==> src/rtl/spw_rx_sync.sv <==
// SpaceWire receiver that oversamples the Data-Strobe pair with the system clock.
// Assembles characters, checks odd parity, decodes control codes and buffers N-Chars (FWFT).
module spw_rx_sync #(
  parameter int unsigned SYNC_STAGES = 2,
  parameter int unsigned DISC_CYCLES = 85,
  parameter int unsigned FIFO_DEPTH  = 16,
  parameter int unsigned ADDR_W      = 4
) (
  input  logic            clk,
  input  logic            rx_resetn,
  input  logic            rx_din,
  input  logic            rx_sin,
  input  logic            rx_enable,
  input  logic            rx_rd,
  output logic [8:0]      rx_data_flag,
  output logic            rx_empty,
  output logic [ADDR_W:0] rx_fifo_count,
  output logic            rx_got_bit,
  output logic            rx_got_null,
  output logic            rx_got_fct,
  output logic            rx_got_nchar,
  output logic            rx_tick_out,
  output logic [7:0]      rx_time_out,
  output logic            rx_err_parity,
  output logic            rx_err_esc,
  output logic            rx_err_disc,
  output logic            rx_err_ovf
);

  localparam int unsigned DiscW = $clog2(DISC_CYCLES + 1);
  localparam int unsigned CntW  = ADDR_W + 1;

  localparam logic [1:0] CodeFct = 2'd0;
  localparam logic [1:0] CodeEop = 2'd1;
  localparam logic [1:0] CodeEep = 2'd2;

  typedef enum logic [2:0] {StOff, StHdr, StCtrl, StData, StErr} state_e;

  // ---------------------------------------------------------------------------
  // Synchronisers and DS edge detection
  // ---------------------------------------------------------------------------
  logic [SYNC_STAGES-1:0] din_sync_q, sin_sync_q;
  logic                   din_hist_q, sin_hist_q;
  logic                   din_s, sin_s, bit_valid;

  always_ff @(posedge clk or negedge rx_resetn) begin
    if (!rx_resetn) begin
      din_sync_q <= '0;
      sin_sync_q <= '0;
      din_hist_q <= 1'b0;
      sin_hist_q <= 1'b0;
    end else begin
      din_sync_q <= {din_sync_q[SYNC_STAGES-2:0], rx_din};
      sin_sync_q <= {sin_sync_q[SYNC_STAGES-2:0], rx_sin};
      din_hist_q <= din_sync_q[SYNC_STAGES-1];
      sin_hist_q <= sin_sync_q[SYNC_STAGES-1];
    end
  end

  assign din_s      = din_sync_q[SYNC_STAGES-1];
  assign sin_s      = sin_sync_q[SYNC_STAGES-1];
  assign bit_valid  = (din_s != din_hist_q) || (sin_s != sin_hist_q);
  assign rx_got_bit = bit_valid;

  // ---------------------------------------------------------------------------
  // Character FSM
  // ---------------------------------------------------------------------------
  state_e           state_q, state_d;
  logic [2:0]       bit_cnt_q, bit_cnt_d;
  logic             par_bit_q, par_bit_d;
  logic             par_acc_q, par_acc_d;
  logic [7:0]       shift_q, shift_d;
  logic             first_q, first_d;
  logic             null_seen_q, null_seen_d;
  logic             esc_q, esc_d;
  logic             armed_q, armed_d;
  logic [DiscW-1:0] disc_cnt_q, disc_cnt_d;
  logic [7:0]       time_q, time_d;
  logic [8:0]       nchar_q, nchar_d;
  logic             got_null_q, got_null_d;
  logic             got_fct_q, got_fct_d;
  logic             got_nchar_q, got_nchar_d;
  logic             tick_q, tick_d;
  logic             err_par_q, err_par_d;
  logic             err_esc_q, err_esc_d;
  logic             err_disc_q, err_disc_d;
  logic             err_clr;
  logic [1:0]       ctrl_code;
  logic [7:0]       data_byte;

  always_comb begin
    state_d     = state_q;
    bit_cnt_d   = bit_cnt_q;
    par_bit_d   = par_bit_q;
    par_acc_d   = par_acc_q;
    shift_d     = shift_q;
    first_d     = first_q;
    null_seen_d = null_seen_q;
    esc_d       = esc_q;
    armed_d     = armed_q;
    disc_cnt_d  = disc_cnt_q;
    time_d      = time_q;
    nchar_d     = nchar_q;
    got_null_d  = 1'b0;
    got_fct_d   = 1'b0;
    got_nchar_d = 1'b0;
    tick_d      = 1'b0;
    err_par_d   = err_par_q;
    err_esc_d   = err_esc_q;
    err_disc_d  = err_disc_q;
    err_clr     = 1'b0;
    ctrl_code   = {din_s, shift_q[0]};
    data_byte   = {din_s, shift_q[7:1]};

    if (!rx_enable) begin
      state_d = StOff;
      if (state_q == StErr) begin
        err_clr    = 1'b1;
        err_par_d  = 1'b0;
        err_esc_d  = 1'b0;
        err_disc_d = 1'b0;
      end
    end else begin
      unique case (state_q)
        StOff: begin
          state_d     = StHdr;
          bit_cnt_d   = 3'd0;
          par_acc_d   = 1'b0;
          first_d     = 1'b1;
          null_seen_d = 1'b0;
          esc_d       = 1'b0;
          armed_d     = 1'b0;
          disc_cnt_d  = '0;
        end
        StHdr, StCtrl, StData: begin
          if (bit_valid) begin
            armed_d    = 1'b1;
            disc_cnt_d = '0;
          end else if (armed_q) begin
            if (disc_cnt_q == DiscW'(DISC_CYCLES - 1)) begin
              err_disc_d = 1'b1;
              state_d    = StErr;
            end else begin
              disc_cnt_d = disc_cnt_q + 1'b1;
            end
          end
        end
        default: ;
      endcase

      if (bit_valid) begin
        unique case (state_q)
          StHdr: begin
            if (bit_cnt_q == 3'd0) begin
              par_bit_d = din_s;
              bit_cnt_d = 3'd1;
            end else begin
              bit_cnt_d = 3'd0;
              // Odd parity spans the previous character's payload plus this P and F.
              if (!first_q && !(par_acc_q ^ par_bit_q ^ din_s)) begin
                err_par_d = 1'b1;
                state_d   = StErr;
              end else begin
                first_d   = 1'b0;
                par_acc_d = 1'b0;
                state_d   = din_s ? StCtrl : StData;
              end
            end
          end
          StCtrl: begin
            par_acc_d = par_acc_q ^ din_s;
            if (bit_cnt_q == 3'd0) begin
              shift_d[0] = din_s;
              bit_cnt_d  = 3'd1;
            end else begin
              bit_cnt_d = 3'd0;
              state_d   = StHdr;
              if (esc_q) begin
                esc_d = 1'b0;
                if (ctrl_code == CodeFct) begin
                  null_seen_d = 1'b1;
                  got_null_d  = 1'b1;
                end else begin
                  err_esc_d = 1'b1;
                  state_d   = StErr;
                end
              end else begin
                case (ctrl_code)
                  CodeFct: got_fct_d = null_seen_q;
                  CodeEop: begin
                    if (null_seen_q) begin
                      got_nchar_d = 1'b1;
                      nchar_d     = 9'h100;
                    end
                  end
                  CodeEep: begin
                    if (null_seen_q) begin
                      got_nchar_d = 1'b1;
                      nchar_d     = 9'h101;
                    end
                  end
                  default: esc_d = 1'b1;
                endcase
              end
            end
          end
          StData: begin
            par_acc_d = par_acc_q ^ din_s;
            shift_d   = data_byte;
            if (bit_cnt_q == 3'd7) begin
              bit_cnt_d = 3'd0;
              state_d   = StHdr;
              if (esc_q) begin
                esc_d = 1'b0;
                if (null_seen_q) begin
                  tick_d = 1'b1;
                  time_d = data_byte;
                end
              end else if (null_seen_q) begin
                got_nchar_d = 1'b1;
                nchar_d     = {1'b0, data_byte};
              end
            end else begin
              bit_cnt_d = bit_cnt_q + 3'd1;
            end
          end
          default: ;
        endcase
      end
    end
  end

  always_ff @(posedge clk or negedge rx_resetn) begin
    if (!rx_resetn) begin
      state_q     <= StOff;
      bit_cnt_q   <= 3'd0;
      par_bit_q   <= 1'b0;
      par_acc_q   <= 1'b0;
      shift_q     <= 8'h00;
      first_q     <= 1'b1;
      null_seen_q <= 1'b0;
      esc_q       <= 1'b0;
      armed_q     <= 1'b0;
      disc_cnt_q  <= '0;
      time_q      <= 8'h00;
      nchar_q     <= 9'h000;
      got_null_q  <= 1'b0;
      got_fct_q   <= 1'b0;
      got_nchar_q <= 1'b0;
      tick_q      <= 1'b0;
      err_par_q   <= 1'b0;
      err_esc_q   <= 1'b0;
      err_disc_q  <= 1'b0;
    end else begin
      state_q     <= state_d;
      bit_cnt_q   <= bit_cnt_d;
      par_bit_q   <= par_bit_d;
      par_acc_q   <= par_acc_d;
      shift_q     <= shift_d;
      first_q     <= first_d;
      null_seen_q <= null_seen_d;
      esc_q       <= esc_d;
      armed_q     <= armed_d;
      disc_cnt_q  <= disc_cnt_d;
      time_q      <= time_d;
      nchar_q     <= nchar_d;
      got_null_q  <= got_null_d;
      got_fct_q   <= got_fct_d;
      got_nchar_q <= got_nchar_d;
      tick_q      <= tick_d;
      err_par_q   <= err_par_d;
      err_esc_q   <= err_esc_d;
      err_disc_q  <= err_disc_d;
    end
  end

  // ---------------------------------------------------------------------------
  // N-Char FIFO, written in the cycle rx_got_nchar is high
  // ---------------------------------------------------------------------------
  logic [8:0]        mem_q [FIFO_DEPTH];
  logic [ADDR_W-1:0] wr_ptr_q, rd_ptr_q;
  logic [CntW-1:0]   count_q;
  logic              fifo_full, fifo_empty, rd_en, wr_en;
  logic              err_ovf_q;

  assign fifo_full  = (count_q == CntW'(FIFO_DEPTH));
  assign fifo_empty = (count_q == '0);
  assign rd_en      = rx_rd && !fifo_empty;
  // A pop in the same cycle frees the slot, so a full FIFO still accepts the write.
  assign wr_en      = got_nchar_q && (!fifo_full || rd_en);

  always_ff @(posedge clk) begin
    if (wr_en) begin
      mem_q[wr_ptr_q] <= nchar_q;
    end
  end

  always_ff @(posedge clk or negedge rx_resetn) begin
    if (!rx_resetn) begin
      wr_ptr_q  <= '0;
      rd_ptr_q  <= '0;
      count_q   <= '0;
      err_ovf_q <= 1'b0;
    end else begin
      if (wr_en) begin
        wr_ptr_q <= wr_ptr_q + 1'b1;
      end
      if (rd_en) begin
        rd_ptr_q <= rd_ptr_q + 1'b1;
      end
      if (wr_en && !rd_en) begin
        count_q <= count_q + 1'b1;
      end else if (rd_en && !wr_en) begin
        count_q <= count_q - 1'b1;
      end
      if (err_clr) begin
        err_ovf_q <= 1'b0;
      end else if (got_nchar_q && !wr_en) begin
        err_ovf_q <= 1'b1;
      end
    end
  end

  assign rx_data_flag  = fifo_empty ? 9'h000 : mem_q[rd_ptr_q];
  assign rx_empty      = fifo_empty;
  assign rx_fifo_count = count_q;
  assign rx_got_null   = got_null_q;
  assign rx_got_fct    = got_fct_q;
  assign rx_got_nchar  = got_nchar_q;
  assign rx_tick_out   = tick_q;
  assign rx_time_out   = time_q;
  assign rx_err_parity = err_par_q;
  assign rx_err_esc    = err_esc_q;
  assign rx_err_disc   = err_disc_q;
  assign rx_err_ovf    = err_ovf_q;

endmodule

==> config.mk <==
export PLATFORM = sky130hd
export DESIGN_NAME = spw_rx_sync
export DESIGN_NICKNAME = d
export VERILOG_FILES = /design/src/rtl/spw_rx_sync.sv
export SDC_FILE = /design/constraint.sdc
export NUM_CORES = 1
export LEC_CHECK = 0
export BUFFER_PORTS_ARGS = -buffer_cell sky130_fd_sc_hd__buf_4
export CAP_MARGIN = 20
export CORE_UTILIZATION = 60
export DETAILED_ROUTE_END_ITERATION = 8
export HOLD_SLACK_MARGIN = 0.12
export PLACE_DENSITY = 0.78
export SYNTH_ARGS = -nofsm -noshare
export SYNTH_HDL_FRONTEND = slang
export SYNTH_SLANG_ARGS = --single-unit
==> constraint.sdc <==
create_clock -name clk -period 3.2 [get_ports clk]
set_clock_uncertainty 0.2 [all_clocks]
set_input_delay 0.64 -clock clk [delete_from_list [all_inputs] [get_ports clk]]
set_output_delay 0.64 -clock clk [all_outputs]
set_load 0.05 [all_outputs]
==> reports/qor_table.md <==
| Parameter | Reported |
|---|---|
| Crit path arrival time | 2290 ps |
| Area growth from synthesis to final layout | 13.9% |
| Number of flops mapped to enable cells by yosys | 144 |
| Placement Cell Area | 9650 um^2 |
| Worst Tran Pin Value | 880 ps |
| Run status | complete, but fails checks |
| Cell types occupying the most area after synthesis | sky130_fd_sc_hd__edfxtp_1, sky130_fd_sc_hd__dfrtp_1, sky130_fd_sc_hd__mux4_2 |
| Flip-flop cell with the highest count after synthesis | sky130_fd_sc_hd__edfxtp_1 |
| Die area | 15700 um^2 |
| Count of pins over their slew limit | 0 |
| PwrDens | 574 nW/um^2 |
| Worst-path clk slew | 60 ps |
| CP Data Required Time | 2360 ps |
| Remaining design rule violation count | 2 |
| Initial antenna violation count | 0 |
| RSZ-0062 raised after global routing | false |
| Clock insertion delay at the later pin of the skew report | 500 ps |
| First DRT Iteration DRCs | 336 |
| Weighted congestion reported at the end of routability-driven placement | 0.930 |
| Detailed-placement wirelength estimate | 11.6 mm |
| Yosys warnings | 0 |
| Clock Root Buffer | sky130_fd_sc_hd__clkbuf_16 |
| Core area | 14700 um^2 |
| Mean number of vias per cell | 6.18 |
| Drt first pass iters | 7 |
| Final non-filler cell area | 10400 um^2 |
| CTS tree | yes |
| Gate power share | 8.0% |
| Via count of the routed design | 5165 |
| Total Negative Setup Slacks | 0 ps |
| P_sw | 1.38 mW |
| DIE WIDTH | 125 um |
| Share of synthesized registers carrying an async set or reset | 33.0% |
| Final critical-path share of the clock period | 98.0% |
| Number of inserted diodes | 0 |
| Maximum cell stage delay along the critical path | 520 ps |
| Proportion of synthesized chip area in sequential cells | 66.9% |
| Worst setup SP type | register |
| F_max | 319 MHz |
| Slowest CP cell | sky130_fd_sc_hd__mux4_2 |
| Area of the mapped netlist | 9120 um^2 |
| Average cell area after synthesis | 15.8 um^2 |
| Residual antenna-violating net count after detailed routing | 0 |
| Total design power | 5.96 mW |
| Number of rows created at floorplan | 44 |
| Deepest level of the CTS H-tree | 1 |
| Number of top-level pins | 38 |
| # clock sinks | 215 |
| Worst vdd ir | 466 uV |
| Relative slew slack | 41.3% |
| Clock share of power | 40.0% |
| Global-route wire length before repair | 28.8 mm |
| Fraction of power spent switching nets | 23.2% |
| Endpoint type of the worst setup path | output port |
| Library cell with the highest instance count after synthesis | sky130_fd_sc_hd__edfxtp_1 |
| Port buffer count | 37 |
| Largest net degree at the start of global routing | 72 |
| Sequential Power Share | 52.0% |
| Layout fillers | 934 |
| Top cell type's share of synthesized area | 47.4% |
| Wire length per cell | 21.5 um |
| Share of layout cells above drive strength 1 | 23.2% |
| Finish-stage setup viols | 0 |
| Hold Violations, Final | 0 |
| Violations in the final reports | DRC |
| Critical path class | register to output port |
| Final net count | 662 |
| Synth Register Bits | 215 |
| Post-Syn Nets | 603 |
| Cells along the critical path | buf_12 -> mux4_2 -> mux2i_1 -> o22ai_1 -> buf_4 |
| Total grt overflow | 0 |
| Static leakage power | 3.42 nW |
| Final worst path period need | 3130 ps |
| Global-route usage over all layers | 24.2% |
| Classification of the worst-slack hold path | register to register |
| Library cell occupying the most area in the post-synthesis netlist | sky130_fd_sc_hd__edfxtp_1 |
| Synth cell count leaders | sky130_fd_sc_hd__edfxtp_1, sky130_fd_sc_hd__dfrtp_1, sky130_fd_sc_hd__mux4_2, sky130_fd_sc_hd__nand2_1, sky130_fd_sc_hd__o21ai_0 |
| Routed Wire Length | 17.9 mm |
| Via count of the first global-routing pass | 5381 |
| Vertical die dimension | 125 um |
| Cell-internal power | 4.58 mW |
| Clock buffer count from CTS | 22 |
| Synthesized instance count | 578 |
| Number of library cell types mapped by synthesis | 59 |
| CTS Buffer Depth | 3 |
| Number of violations of the max-capacitance limit | 0 |
| Critical Path Fanout Max | 13 |
| Initial Utilization | 62.0% |
power by group through the flow:
stage          clock [mW]  combinational [mW]  sequential, mW
3_5_place_dp            0               0.466            3.15
4_1_cts              2.41               0.472            3.10
6_report             2.38               0.479            3.10
3_3_place_gp            0               0.451            3.15
2_1_floorplan           0               0.382            3.12
5_1_grt              2.53               0.533            3.11
critical path: cells and delay by family (launching register included):
kind	cells	cell delay (ps)
flip-flops	1	490
buffers and inverters	2	410
AO/OA/AOI/OAI	1	170
multiplexers	2	730
timing repair:
item	CTS	global route
hold buffers	3	0
gates resized for setup	4	0
buffers inserted	3	0
endpoints found under the hold margin	72	0
setup endpoints to repair	9	0
final timing paths:
check | cells after the start | startpoint | slack [ps] | end
worst max register to register | 12 | rx_fifo_count[1] | 180 | rx_fifo_count[4]
max in group asynchronous | 2 | rx_resetn | 1530 | rd_ptr_q[0]
min in group asynchronous | 2 | rx_resetn | 600 | sin_sync_q[0]
worst min register to register | 0 | din_sync_q[0] | 150 | din_sync_q[1]
worst max-delay path | 5 | rd_ptr_q[0] | 70 | rx_data_flag[8]
worst min-delay path | 0 | din_sync_q[0] | 150 | din_sync_q[1]
cell families (layout without fill, tap and decap cells):
logic type	count (synthesis)	count (layout)	share of synthesized area, %
AOI/OAI and AO/OA	76	76	5.17
xor gates and xnor gates	16	16	1.62
adders and majority gates	19	19	2.69
buffers and inverters	47	121	2.29
DFF	215	215	66.9
muxes	80	80	14.0
and+or+nand+nor	125	125	7.33
through the flow:
stage / setup WS [ps] / utilization, % / hold slack, ps / instances
finish: 65.5 / 70.7 / 149 / 836
global route: 0.119 / 70.7 / 164 / 836
CTS: 50.0 / 70.7 / 152 / 836
detailed placement: 77.2 / 65.7 / 139 / 791
global placement: 241 / 65.7 / 135 / 791
floorplan: 132 / - / 131 / 578
area by class of cell:
cell class              count  area [um^2]  share of cell area, %
clock buffers              29          598                   5.76
clock inverters            10         68.8                  0.663
inverters                  26         97.6                  0.940
multi-input cells         316         2820                   27.1
flip-flops and latches    215         6110                   58.8
well taps                 184          230                   2.22
repair buffers             56          465                   4.48
metal layers:
layer / global-route usage [%] / up-vias / part of all wire (%)
met2: 42.6 / 156 / 52
met5: 0 / - / 0
met1: 31.5 / 2665 / 40
met3: 3.47 / 26 / 5.3
met4: 7.32 / 0 / 2.1
li1: - / 2318 / -
cell usage in the layout, fill, tap and decap left out, types with 2 or more instances in the layout:
cell type                       netlist  routed
sky130_fd_sc_hd__edfxtp_1           144     144
sky130_fd_sc_hd__dfrtp_1             70      69
sky130_fd_sc_hd__buf_4                0      50
sky130_fd_sc_hd__mux4_2              36      36
sky130_fd_sc_hd__nand2_1             32      31
sky130_fd_sc_hd__o21ai_0             26      26
sky130_fd_sc_hd__nor2_1              25      25
sky130_fd_sc_hd__mux2i_1             25      25
sky130_fd_sc_hd__inv_1               24      24
sky130_fd_sc_hd__clkbuf_16            0      23
sky130_fd_sc_hd__mux2_2              19      19
sky130_fd_sc_hd__ha_1                18      18
sky130_fd_sc_hd__a21oi_1             14      14
sky130_fd_sc_hd__and2_1              11      11
sky130_fd_sc_hd__xnor2_1             11      11
sky130_fd_sc_hd__o22ai_1             10      10
sky130_fd_sc_hd__nand2b_1             9       8
sky130_fd_sc_hd__nand3_1              8       8
sky130_fd_sc_hd__nor2b_1              7       7
sky130_fd_sc_hd__nor3_1               7       7
sky130_fd_sc_hd__clkinv_1             1       6
sky130_fd_sc_hd__clkbuf_1            11       6
sky130_fd_sc_hd__and3_1               5       5
sky130_fd_sc_hd__o31ai_1              4       4
sky130_fd_sc_hd__a41oi_1              4       4
sky130_fd_sc_hd__nand4_1              4       4
sky130_fd_sc_hd__a31oi_1              4       4
sky130_fd_sc_hd__xor2_1               4       4
sky130_fd_sc_hd__nor3b_1              4       4
sky130_fd_sc_hd__clkinv_2             0       4
sky130_fd_sc_hd__nand2_2              2       3
sky130_fd_sc_hd__a21o_1               3       3
sky130_fd_sc_hd__dlygate4sd3_1        0       3
sky130_fd_sc_hd__buf_12               0       3
sky130_fd_sc_hd__a32o_1               2       2
state kept, by name (all words and copies together), names as in the netlist, 2 cells and up:
| signal | flops |
|---|---|
| mem_q | 144 |
| nchar_q | 9 |
| rx_time_out | 8 |
| shift_q | 8 |
| disc_cnt_q | 7 |
| rx_fifo_count | 5 |
| rd_ptr_q | 4 |
| wr_ptr_q | 4 |
| bit_cnt_q | 3 |
| state_q | 3 |
| din_sync_q | 2 |
| sin_sync_q | 2 |
No activity file was read; power rests on OpenSTA's default activity.
